--- config.mk ---
export PLATFORM = sky130hd
export DESIGN_NAME = ocr_result_sequencer
export DESIGN_NICKNAME = d
export VERILOG_FILES = /design/src/rtl/ocr_result_sequencer.sv
export SDC_FILE = /design/constraint.sdc
export NUM_CORES = 1
export LEC_CHECK = 0
export CAP_MARGIN = 20
export CORE_ASPECT_RATIO = 1.1
export CORE_MARGIN = 2
export CORE_UTILIZATION = 50
export DETAILED_ROUTE_END_ITERATION = 10
export GPL_ROUTABILITY_DRIVEN = 0
export PLACE_DENSITY = 0.8
export REMOVE_ABC_BUFFERS = 1
export SLEW_MARGIN = 20
export SYNTH_ARGS = -nofsm -noshare
export SYNTH_HDL_FRONTEND = slang
export SYNTH_SLANG_ARGS = --single-unit
--- constraint.sdc ---
create_clock -name clk -period 5.45 [get_ports clk]
set_clock_uncertainty 0.05 [all_clocks]
set_input_delay 0.545 -clock clk [delete_from_list [all_inputs] [get_ports clk]]
set_output_delay 0.545 -clock clk [all_outputs]
set_load 0.05 [all_outputs]
--- src/rtl/ocr_result_sequencer.sv ---
// ocr_result_sequencer: result/status back-end for the OCR FPGA top level.
// It handles reset synchronisation, the heartbeat, and the inference watchdog.
// It also drives a time-multiplexed seven-segment history of the latest
// classifications.
// Optional build macro: TIMEOUT_AUTO_RECOVER_EN. When defined, TIMEOUT returns
// to IDLE once bnn_enable drops. When undefined, only clear or reset leaves TIMEOUT.
module ocr_result_sequencer #(
  parameter int NUM_DIGITS     = 4,
  parameter int CLASS_W        = 4,
  parameter int NUM_CLASSES    = 10,
  parameter int SCAN_DIV       = 1000,
  parameter int HB_DIV         = 25000000,
  parameter int TIMEOUT_CYCLES = 65536,
  parameter int RST_STAGES     = 2
) (
  input  logic                  clk,
  input  logic                  rst_n_pin,
  output logic                  rst_n_out,
  input  logic                  bnn_enable,
  input  logic                  result_ready,
  input  logic [CLASS_W-1:0]    result_out,
  input  logic                  clear,
  output logic [6:0]            seg,
  output logic [NUM_DIGITS-1:0] an,
  output logic                  heartbeat,
  output logic                  busy,
  output logic                  timeout_err,
  output logic [7:0]            result_count
);

  localparam int SLOT_W = (SCAN_DIV > 1) ? $clog2(SCAN_DIV) : 1;
  localparam int HB_W   = (HB_DIV > 1) ? $clog2(HB_DIV) : 1;
  localparam int WD_W   = (TIMEOUT_CYCLES > 1) ? $clog2(TIMEOUT_CYCLES) : 1;
  localparam int IDX_W  = (NUM_DIGITS > 1) ? $clog2(NUM_DIGITS) : 1;

  localparam logic [SLOT_W-1:0] SLOT_LAST = SLOT_W'(SCAN_DIV - 1);
  localparam logic [HB_W-1:0]   HB_LAST   = HB_W'(HB_DIV - 1);
  localparam logic [WD_W-1:0]   WD_LAST   = WD_W'(TIMEOUT_CYCLES - 1);
  localparam logic [IDX_W-1:0]  IDX_LAST  = IDX_W'(NUM_DIGITS - 1);

  typedef enum logic [1:0] {IDLE, RUN, DONE, TIMEOUT} state_t;

  state_t                state_q, state_d;
  logic [WD_W-1:0]       wd_q, wd_d;
  logic                  terr_d;
  logic                  capture;
  logic [RST_STAGES-1:0] rst_sync;
  logic [SLOT_W-1:0]     slot_p0;
  logic [IDX_W-1:0]      idx_p0;
  logic [HB_W-1:0]       hb_cnt;
  logic                  hist_vld [NUM_DIGITS];
  logic [CLASS_W-1:0]    hist_cls [NUM_DIGITS];
  logic [6:0]            seg_nxt;
  logic [NUM_DIGITS-1:0] an_nxt;

  // Active-low seven-segment glyph {g..a}; invalid or out-of-range classes are blank.
  function automatic logic [6:0] seg_decode(input logic vld, input logic [CLASS_W-1:0] cls);
    logic [6:0] s;
    s = 7'h7F;
    if (vld && (32'(cls) < NUM_CLASSES)) begin
      case (32'(cls))
        0:       s = 7'h40;
        1:       s = 7'h79;
        2:       s = 7'h24;
        3:       s = 7'h30;
        4:       s = 7'h19;
        5:       s = 7'h12;
        6:       s = 7'h02;
        7:       s = 7'h78;
        8:       s = 7'h00;
        9:       s = 7'h10;
        default: s = 7'h7F;
      endcase
    end
    return s;
  endfunction

  // Reset synchroniser: asserts asynchronously and releases after RST_STAGES edges.
  always_ff @(posedge clk or negedge rst_n_pin) begin
    if (!rst_n_pin) rst_sync <= '0;
    else            rst_sync <= {rst_sync[RST_STAGES-2:0], 1'b1};
  end

  assign rst_n_out = rst_sync[RST_STAGES-1];
  assign busy      = (state_q == RUN);

  // FSM and watchdog state registers.
  always_ff @(posedge clk or negedge rst_n_out) begin
    if (!rst_n_out) begin
      state_q     <= IDLE;
      wd_q        <= '0;
      timeout_err <= 1'b0;
    end else begin
      state_q     <= state_d;
      wd_q        <= wd_d;
      timeout_err <= terr_d;
    end
  end

  // Next state and watchdog. A result beats a timeout, and clear beats everything.
  always_comb begin
    state_d = state_q;
    wd_d    = wd_q;
    terr_d  = timeout_err;
    capture = 1'b0;
    case (state_q)
      IDLE: begin
        wd_d = '0;
        if (bnn_enable) state_d = RUN;
      end
      RUN: begin
        if (wd_q != WD_LAST) wd_d = wd_q + WD_W'(1);
        if (result_ready) begin
          capture = 1'b1;
          state_d = DONE;
        end else if (wd_q == WD_LAST) begin
          state_d = TIMEOUT;
          terr_d  = 1'b1;
        end
      end
      DONE: begin
        if (!bnn_enable) state_d = IDLE;
      end
      TIMEOUT: begin
`ifdef TIMEOUT_AUTO_RECOVER_EN
        if (!bnn_enable) state_d = IDLE;
`else
        state_d = TIMEOUT;
`endif
      end
      default: state_d = IDLE;
    endcase
    if (clear) begin
      state_d = IDLE;
      terr_d  = 1'b0;
      capture = 1'b0;
    end
  end

  // History shift register (newest in entry 0) and the saturating result counter.
  always_ff @(posedge clk or negedge rst_n_out) begin
    if (!rst_n_out) begin
      for (int i = 0; i < NUM_DIGITS; i++) begin
        hist_vld[i] <= 1'b0;
        hist_cls[i] <= '0;
      end
      result_count <= 8'd0;
    end else if (clear) begin
      for (int i = 0; i < NUM_DIGITS; i++) hist_vld[i] <= 1'b0;
      result_count <= 8'd0;
    end else if (capture) begin
      hist_vld[0] <= 1'b1;
      hist_cls[0] <= result_out;
      for (int i = 1; i < NUM_DIGITS; i++) begin
        hist_vld[i] <= hist_vld[i-1];
        hist_cls[i] <= hist_cls[i-1];
      end
      if (result_count != 8'hFF) result_count <= result_count + 8'd1;
    end
  end

  // Scan slot timer and digit index.
  always_ff @(posedge clk or negedge rst_n_out) begin
    if (!rst_n_out) begin
      slot_p0 <= '0;
      idx_p0  <= '0;
    end else if (slot_p0 == SLOT_LAST) begin
      slot_p0 <= '0;
      idx_p0  <= (idx_p0 == IDX_LAST) ? '0 : idx_p0 + IDX_W'(1);
    end else begin
      slot_p0 <= slot_p0 + SLOT_W'(1);
    end
  end

  // Glyph and digit enable for the current index; TIMEOUT overrides with 'E' on digit 0.
  always_comb begin
    if (state_q == TIMEOUT) seg_nxt = (idx_p0 == '0) ? 7'h06 : 7'h7F;
    else                    seg_nxt = seg_decode(hist_vld[idx_p0], hist_cls[idx_p0]);
    an_nxt = ~(NUM_DIGITS'(1) << idx_p0);
  end

  // ---- stage p1: segments and anodes registered together so digits never ghost ----
  always_ff @(posedge clk or negedge rst_n_out) begin
    if (!rst_n_out) begin
      seg <= 7'h7F;
      an  <= '1;
    end else begin
      seg <= seg_nxt;
      an  <= an_nxt;
    end
  end

  // Heartbeat divider: toggles each HB_DIV cycles.
  always_ff @(posedge clk or negedge rst_n_out) begin
    if (!rst_n_out) begin
      hb_cnt    <= '0;
      heartbeat <= 1'b0;
    end else if (hb_cnt == HB_LAST) begin
      hb_cnt    <= '0;
      heartbeat <= ~heartbeat;
    end else begin
      hb_cnt <= hb_cnt + HB_W'(1);
    end
  end

endmodule

Yosys cells after proc, flatten, opt, wreduce, memory -nomap -nowiden
Memory sizes are Yosys's and may differ from the RTL's.
Cells that the tools add are included.
{"block": "totals", "register_bits": 98, "latchBits": 0, "ram_bits": 0, "romBits": 112, "inputBits": 9, "out_inout_bits": 23, "wordCells": 91, "memories": 1}
{"block": "classes", "n_addsub": 5, "mul": 0, "n_div": 0, "magnitude_cmp": 2, "n_eq_ne": 14, "shift": 1, "muxes": 32, "bitwise_logic": 4, "n_reduce_logical": 13}
{"memory": "(name not given)", "depth": 16, "word_bits": 7, "read_ports": 1, "rd_ports_with_merged_regs": 0, "wr": 0, "line_no": "61", "source": "case (32'(cls))"}
{"operator": "16-bit case mux with 2 select lines", "n": 1}
{"operator": "25-bit by 1-bit adder with 25-bit output (second input constant)", "n": 1}
{"operator": "25-bit equality test (second input constant)", "n": 1}
{"operator": "25-bit 2-to-1 mux", "n": 1}
{"operator": "8-bit 2-to-1 mux", "n": 3}
{"operator": "7-bit 2-to-1 mux", "n": 3}
{"operator": "16-bit by 1-bit adder with 16-bit output (second input constant)", "n": 1}
{"operator": "16-bit equality test (second input constant)", "n": 1}
{"operator": "16-bit 2-to-1 mux", "n": 1}
{"operator": "4-bit 2-to-1 mux", "n": 4}
{"operator": "16-bit inequality test (second input constant)", "n": 1}
{"operator": "2-bit 2-to-1 mux", "n": 6}
{"operator": "10-bit by 1-bit adder with 10-bit output (second input constant)", "n": 1}
{"operator": "10-bit equality test (second input constant)", "n": 1}
{"operator": "10-bit 2-to-1 mux", "n": 1}
{"operator": "2-bit nonzero test", "n": 5}
{"operator": "1-bit 2-to-1 mux", "n": 9}
{"operator": "8-bit by 1-bit adder with 8-bit output (second input constant)", "n": 1}
{"operator": "4-bit binary-select mux with 2-bit select", "n": 1}
{"operator": "8-bit inequality test (second input constant)", "n": 1}
{"operator": "2-bit case mux with 4 select lines", "n": 1}
{"operator": "2-bit equality test (second input constant)", "n": 3}
{"operator": "3-bit inequality test (second input constant)", "n": 2}
{"operator": "2-bit AND reduction", "n": 3}
{"operator": "other kinds (14)", "n": 18}

Logic depth before layout (Yosys ltp)
Gate-level depths: netlist (run 1).
{"block": "logic_depth", "ltp_word": 8, "mapped_depth": 7, "mapped_depth_nobuf": 6}

Worst setup path after synthesis (run 1)
OpenSTA, ideal clock, no wires.
{"block": "synth_timing", "path_type": "reg-to-output", "startpoint": "register rst_sync[1]", "endpoint": "output port rst_n_out", "t_arrival_ns": 2.648, "required_ns": 4.855, "path_slack_ns": 2.207, "stages_incl_launch_ff": 1, "cell_sequence": "dfrtp_1"}
{"element": "from (decl)", "line_no": "47", "source": "logic [RST_STAGES-1:0] rst_sync;"}
{"element": "from (signal assigned)", "line_no": "81", "source": "else rst_sync <= {rst_sync[RST_STAGES-2:0], 1'b1};"}
{"element": "to (decl)", "line_no": "18", "source": "output logic rst_n_out,"}
No word-level cell between the ends.

Worst setup path in the final report (run 1)
{"block": "layout_timing", "startpoint": "register state_q[1]", "endpoint": "output port busy"}
{"block": "layout_between", "elab_chain_len": 1}
{"element": "from (decl)", "line_no": "43", "source": "state_t state_q, state_d;"}
{"element": "from (signal assigned)", "line_no": "94", "source": "state_q <= state_d;"}
{"element": "2-bit by 1-bit equality test with 1-bit output", "line_no": "85", "source": "assign busy = (state_q == RUN);"}
{"element": "to (decl)", "line_no": "26", "source": "output logic busy,"}
No other way between the ends.

==> flow_summary.ini, run 1 <==
[place]
dpl_cell_area_um2 = 5381
hpwlAfterDp_um = 6578
portBuffers = 31
place_inst = 605

[synth]
yosys_register_bits = 98
ys_seq_area_frac = 0.4950
synth_area_um2 = 4982
synth_edf_count = 0
syn_area_per_cell_um2 = 10.60
ys_warn_count = 0
async_flop_share = 1.000
synthCells = 470
synthFlopType = dfrtp_1
synth.distinct_cells = 59

[sta]
report.final.slew_viol_count = 0
max_freq_ghz = 0.3528
tns_ps = 0
rsz0062_at_grt = false
setup_viol = 0
max_slew_margin = 0.3352
layout_min_cycle_time_ps = 2835
finalHoldViolations = 0
finalCritPeriodShare = 0.5201
tightest_slew_ps = 988.1

[floorplanning]
fp.dieW_um = 99.18
fp.dieH_um = 108.7
core_area_um2 = 9794
dieArea_um2 = 10780
io_pins = 32
placementRows = 38
initial_core_util = 0.5087

[worst_setup_path]
reg2reg_from = state_q[1]
critical_path_required_ps = 4860
path_class = reg2out
path_max_fanout = 21
r2r_end = hist_cls[12]
reg2reg_depth = 3
arrival_ps = 2240
ff2ff_setup_slack_ps = 2950
cp-end-kind = output pin
cp-start-kind = flip-flop

[cts]
cts-root-buf = clkbuf_8
htree_levels = 3
insertion_delay_ps = 370
postCtsHoldBufs = 0
clkSinkCount = 98
cts.path.max_buffers = 2
cts_resized = 0
cts_inserted_buffers = 9
clk_pin_slew_ps = 100
post_cts_buffers = 0
cts_tree = yes

[routing]
via_per_inst = 5.929
antenna_left = 0
drc_errors = 0
drt-pass1-iter-count = 4
routed_wl_um = 9463
drt-initial-drc-count = 215
wl_per_cell_um = 15.24
vias = 3682

[finish]
stdcell_count = 621
drive_above_1_share = 0.1397
nets = 518
n_antenna_cell = 0
fin_area_um2 = 5570
fillers = 829
fin_util = 0.5687
syn2layout_area_growth_pct = 11.80

[power]
p_leak_nw = 2.304
ir_worst_vdd_uv = 132.8
cellPowerDensity_nw_per_um2 = 265.3

[global_route]
antenna_found_initial = 0
grt_pass1_wl_um = 16200
track_usage = 0.1857
grt_overflow_total = 0
grt_max_degree = 79
grt_pass1_vias = 3553

[run]
maxCapViolCount = 0

[outcome]
status = completed

[hold_path]
hp-class = reg2async
-- sequential cells by signal, indices dropped and copies added (netlist names), 4 cells and up --
| signal | flops |
|---|---|
| hb_cnt | 25 |
| seg | 7 |
| an | 4 |
| hist_cls | 16 |
| slot_p0 | 10 |
| hist_vld | 4 |
| result_count | 8 |
| wd_q | 16 |
-- layout make-up --
class | count | area (um2) | share of cell area
inverters | 24 | 90.09 | 0.01617
clock inverters | 6 | 42.54 | 0.007637
multi-input cells | 330 | 2355 | 0.4227
well taps | 120 | 150.1 | 0.02695
flip-flops and latches | 98 | 2470 | 0.4434
clock buffers | 10 | 137.6 | 0.02471
repair buffers | 33 | 325.3 | 0.05840
-- Yosys cell counts, types with 3 or more instances --
cell | count | area share
and2_1 | 3 | 0.0038
o41ai_1 | 5 | 0.0088
a2111oi_0 | 3 | 0.0053
o311ai_0 | 6 | 0.011
or3_1 | 5 | 0.0063
nor2_1 | 35 | 0.026
o21ai_0 | 14 | 0.014
nand4_1 | 14 | 0.018
and4_1 | 4 | 0.0070
xnor2_1 | 7 | 0.012
mux4_2 | 5 | 0.023
nand3_1 | 22 | 0.022
mux2_2 | 21 | 0.047
nor3_1 | 8 | 0.0080
o31ai_1 | 10 | 0.015
buf_2 | 7 | 0.0070
and3_1 | 4 | 0.0050
dfrtp_1 | 87 | 0.44
xor2_1 | 15 | 0.026
dfstp_2 | 11 | 0.058
clkbuf_1 | 10 | 0.0075
nand2b_1 | 9 | 0.011
ha_1 | 13 | 0.033
mux2i_1 | 16 | 0.032
nand2_1 | 36 | 0.027
nor4_1 | 8 | 0.010
inv_1 | 24 | 0.018
a21oi_1 | 22 | 0.022
or4_1 | 6 | 0.0090
nor2b_1 | 5 | 0.0063
-- through the flow --
stage	power [mW]	hold slack, ps	setup slack (ps)
global route	1.556	168.9	2511
detailed placement	1.064	153.3	2642
global placement	1.048	148.8	2767
CTS	1.497	153.8	2603
finish	1.478	140.2	2615
floorplan	0.9984	199.4	2075
-- worst max-delay path, cell delays in order, from the launching register on --
cell and delay [ps]:
dfrtp_1 600, nand2b_1 300, inv_1 140, clkdlybuf4s50_1 830
-- power breakdown --
part | total [mW] | switching, mW | internal [mW]
Combinational | 0.215 | 0.113 | 0.102
Sequential | 0.833 | 0.0477 | 0.786
Clock | 0.429 | 0.251 | 0.178
-- how the worst max path moves through the flow --
stage | from | end | slack, ps | depth (start not counted)
after CTS | state_q[1] | busy | 2600 | 3
after floorplan | rst_sync[1] | hb_cnt[0] | 2080 | 0
after global routing | state_q[1] | busy | 2510 | 3
final | state_q[1] | busy | 2620 | 3
after global placement | result_ready | hist_cls[14] | 2770 | 4
after detailed placement | result_ready | hist_cls[15] | 2640 | 4
-- logic make-up after synthesis --
| kind of cell | share of synthesized area |
|---|---|
| simple gates | 0.1876 |
| flops | 0.4950 |
| compound gates | 0.1090 |
| mux | 0.1022 |
| buf+inv | 0.03416 |
| xor+xnor | 0.03868 |
| fa+ha+maj | 0.03265 |
| other cells | 0.0007527 |
-- cell usage in the layout (no fill, tap or decap), types with 6 or more instances in the layout --
master	instances
nor2_1	35
nor3_1	8
dfstp_2	11
clkbuf_8	10
o21ai_0	14
a21oi_1	22
o311ai_0	6
xnor2_1	7
o31ai_1	10
xor2_1	15
nand4_1	14
nor4_1	8
ha_1	13
nand3_1	22
dfrtp_1	86
mux2_2	21
nand2b_1	9
clkdlybuf4s50_1	31
or4_1	6
mux2i_1	16
inv_1	24
nand2_1	36
-- layer usage --
metal	track usage	vias to the layer above	part of all wire
li1	-	1766	-
met1	0.2359	1837	0.44
met2	0.3176	67	0.51
met3	0.03974	12	0.035
met4	0.06262	0	0.012
met5	0	-	0
Note: power is estimated with default switching activity, not from simulation.
==> run 2: changes to the inputs <==
Settings changed: PLACE_DENSITY 0.8 to 0.83.
Clock period 5.45 ns to 2.5 ns, I/O delays scaled along.
==> flow_summary.ini, run 2 (same netlist as run 1, synthesis figures left out) <==
[sta]
report.final.slew_viol_count = 0
layout_min_cycle_time_ps = 2262
setup_viol = 0
finalCritPeriodShare = 0.9047
finalHoldViolations = 0
max_freq_ghz = 0.4422
tightest_slew_ps = 921.3
max_slew_margin = 0.3858
rsz0062_at_grt = false

[global_route]
met2_usage = 0.3388
grt_pass1_wl_um = 17440
grt.met1_usage = 0.2493
grt-busiest-layer = met2
use_met3 = 0.03654
antenna_found_initial = 0
track_usage = 0.2004
grt_overflow_total = 0
grt_pass1_vias = 3773
grt_max_degree = 77

[worst_setup_path]
cpMaxStageDelayCell = clkdlybuf4s50_1
cp-start-kind = flip-flop
cp_cell_sequence = nand2b_1 -> inv_1 -> clkdlybuf4s50_1
cp-end-kind = output pin
cpPeakStageDelay_ps = 820
cp.depth = 3
critical_path_required_ps = 2200
path_buf_inv = 2
path_delay_family = buffers and inverters
reg2reg_depth = 6
path_max_fanout = 16
arrival_ps = 1960
path_class = reg2out

[routing]
drc_errors = 0
vias = 3719
via_per_inst = 5.875
drt-initial-drc-count = 222
antenna_left = 0
wl_per_cell_um = 15.63
routed_wl_um = 9893
drt-pass1-iter-count = 5

[finish]
final_cell_mix = dfrtp_1 (85), nand2_1 (36), nor2_1 (35)
stdcell_count = 633
top_register = hb_cnt
layout_commonest_cell = dfrtp_1
multiInputGateArea_um2 = 2346
biggestRegsByFlops = hb_cnt x25, hist_cls x16, wd_q x16
drive_above_1_share = 0.1598
fillers = 809
largest_register_ff_count = 25
regArea_um2 = 2471
syn2layout_area_growth_pct = 14.47
nets = 530
n_antenna_cell = 0

[place]
hpwlAfterDp_um = 7031
portBuffers = 31
place_inst = 616

[cts]
cts_inserted_buffers = 9
post_cts_buffers = 0
clk_pin_slew_ps = 90
htree_levels = 3
clkSinkCount = 98
cts_tree = yes
cts-root-buf = clkbuf_8
insertion_delay_ps = 370
cts.path.max_buffers = 2

[floorplanning]
core_area_um2 = 9794
io_pins = 32
fp.dieW_um = 99.18
initial_core_util = 0.5087
fp.dieH_um = 108.7
placementRows = 38
dieArea_um2 = 10780

[power]
ir_worst_vdd_uv = 299.8
p_leak_nw = 2.369
cellPowerDensity_nw_per_um2 = 607.3
finalPower_mw = 3.463

[outcome]
status = completed

[hold_path]
hp-class = reg2async

[run]
maxCapViolCount = 0
run 2: cell count changes in the layout (fill, tap and decap cells not counted):
cell           before  now
nor4_4              1    0
clkinvlp_4          2    1
dfrtp_2             0    1
buf_4               2   13
clkinv_2            2    1
dlygate4sd3_1       0    1
bufinv_16           0    2
dfrtp_1            86   85
nor4_2              0    1
run 2: report_power, final:
group / switching (mW) / total, mW / internal, mW / leakage (nW)
sequential: 0.110 / 1.82 / 1.71 / 1.28
clock: 0.567 / 1.16 / 0.593 / 0.112
combinational: 0.252 / 0.480 / 0.229 / 0.974
run 2: path summary, 6_finish.rpt:
| path | to | slack (ps) | startpoint |
|---|---|---|---|
| setup / recovery | busy | 240 | state_q[0] |
| hold / removal | wd_q[13] | 150 | rst_sync[1] |
| setup reg to reg | seg[3] | 400 | idx_p0[0] |
| hold reg to reg | wd_q[13] | 150 | rst_sync[1] |
| max in group asynchronous | state_q[0] | 1030 | rst_sync[1] |
| min in group clk | rst_sync[1] | 310 | rst_sync[0] |
run 2: timing repair:
action                                 in CTS  in global routing
endpoints found under the hold margin       2                  0
hold buffers                                1                  0
gates resized for setup                     0                  1
setup endpoints to repair                   0                  1
run 2: layout make-up:
type | count | share of cell area
Inverter | 24 | 0.01580
Clock inverter | 6 | 0.01580
Tap cell | 120 | 0.02633
Sequential cell | 98 | 0.4333
Clock buffer | 10 | 0.02413
Multi-Input combinational cell | 330 | 0.4114
Timing Repair Buffer | 45 | 0.07328
run 2: routing by layer:
layer / share of wire / wire length [um]
met5: 0 / 0
met3: 0.033 / 326
met4: 0.026 / 253
met1: 0.43 / 4285
met2: 0.51 / 5027
run 2: through the flow:
step	hold slack (ps)	util	setup WS, ps	setup TNS, ps	instance area, um2
2_1_floorplan	-95.59	-	-874.9	-75520	4902
3_3_place_gp	155.1	0.5579	482.4	0	5464
3_5_place_dp	159.9	0.5579	428.7	0	5464
4_1_cts	168.8	0.5821	81.95	0	5702
5_1_grt	180.5	0.5823	172.4	0	5703
6_report	152.5	0.5823	238.3	0	5703
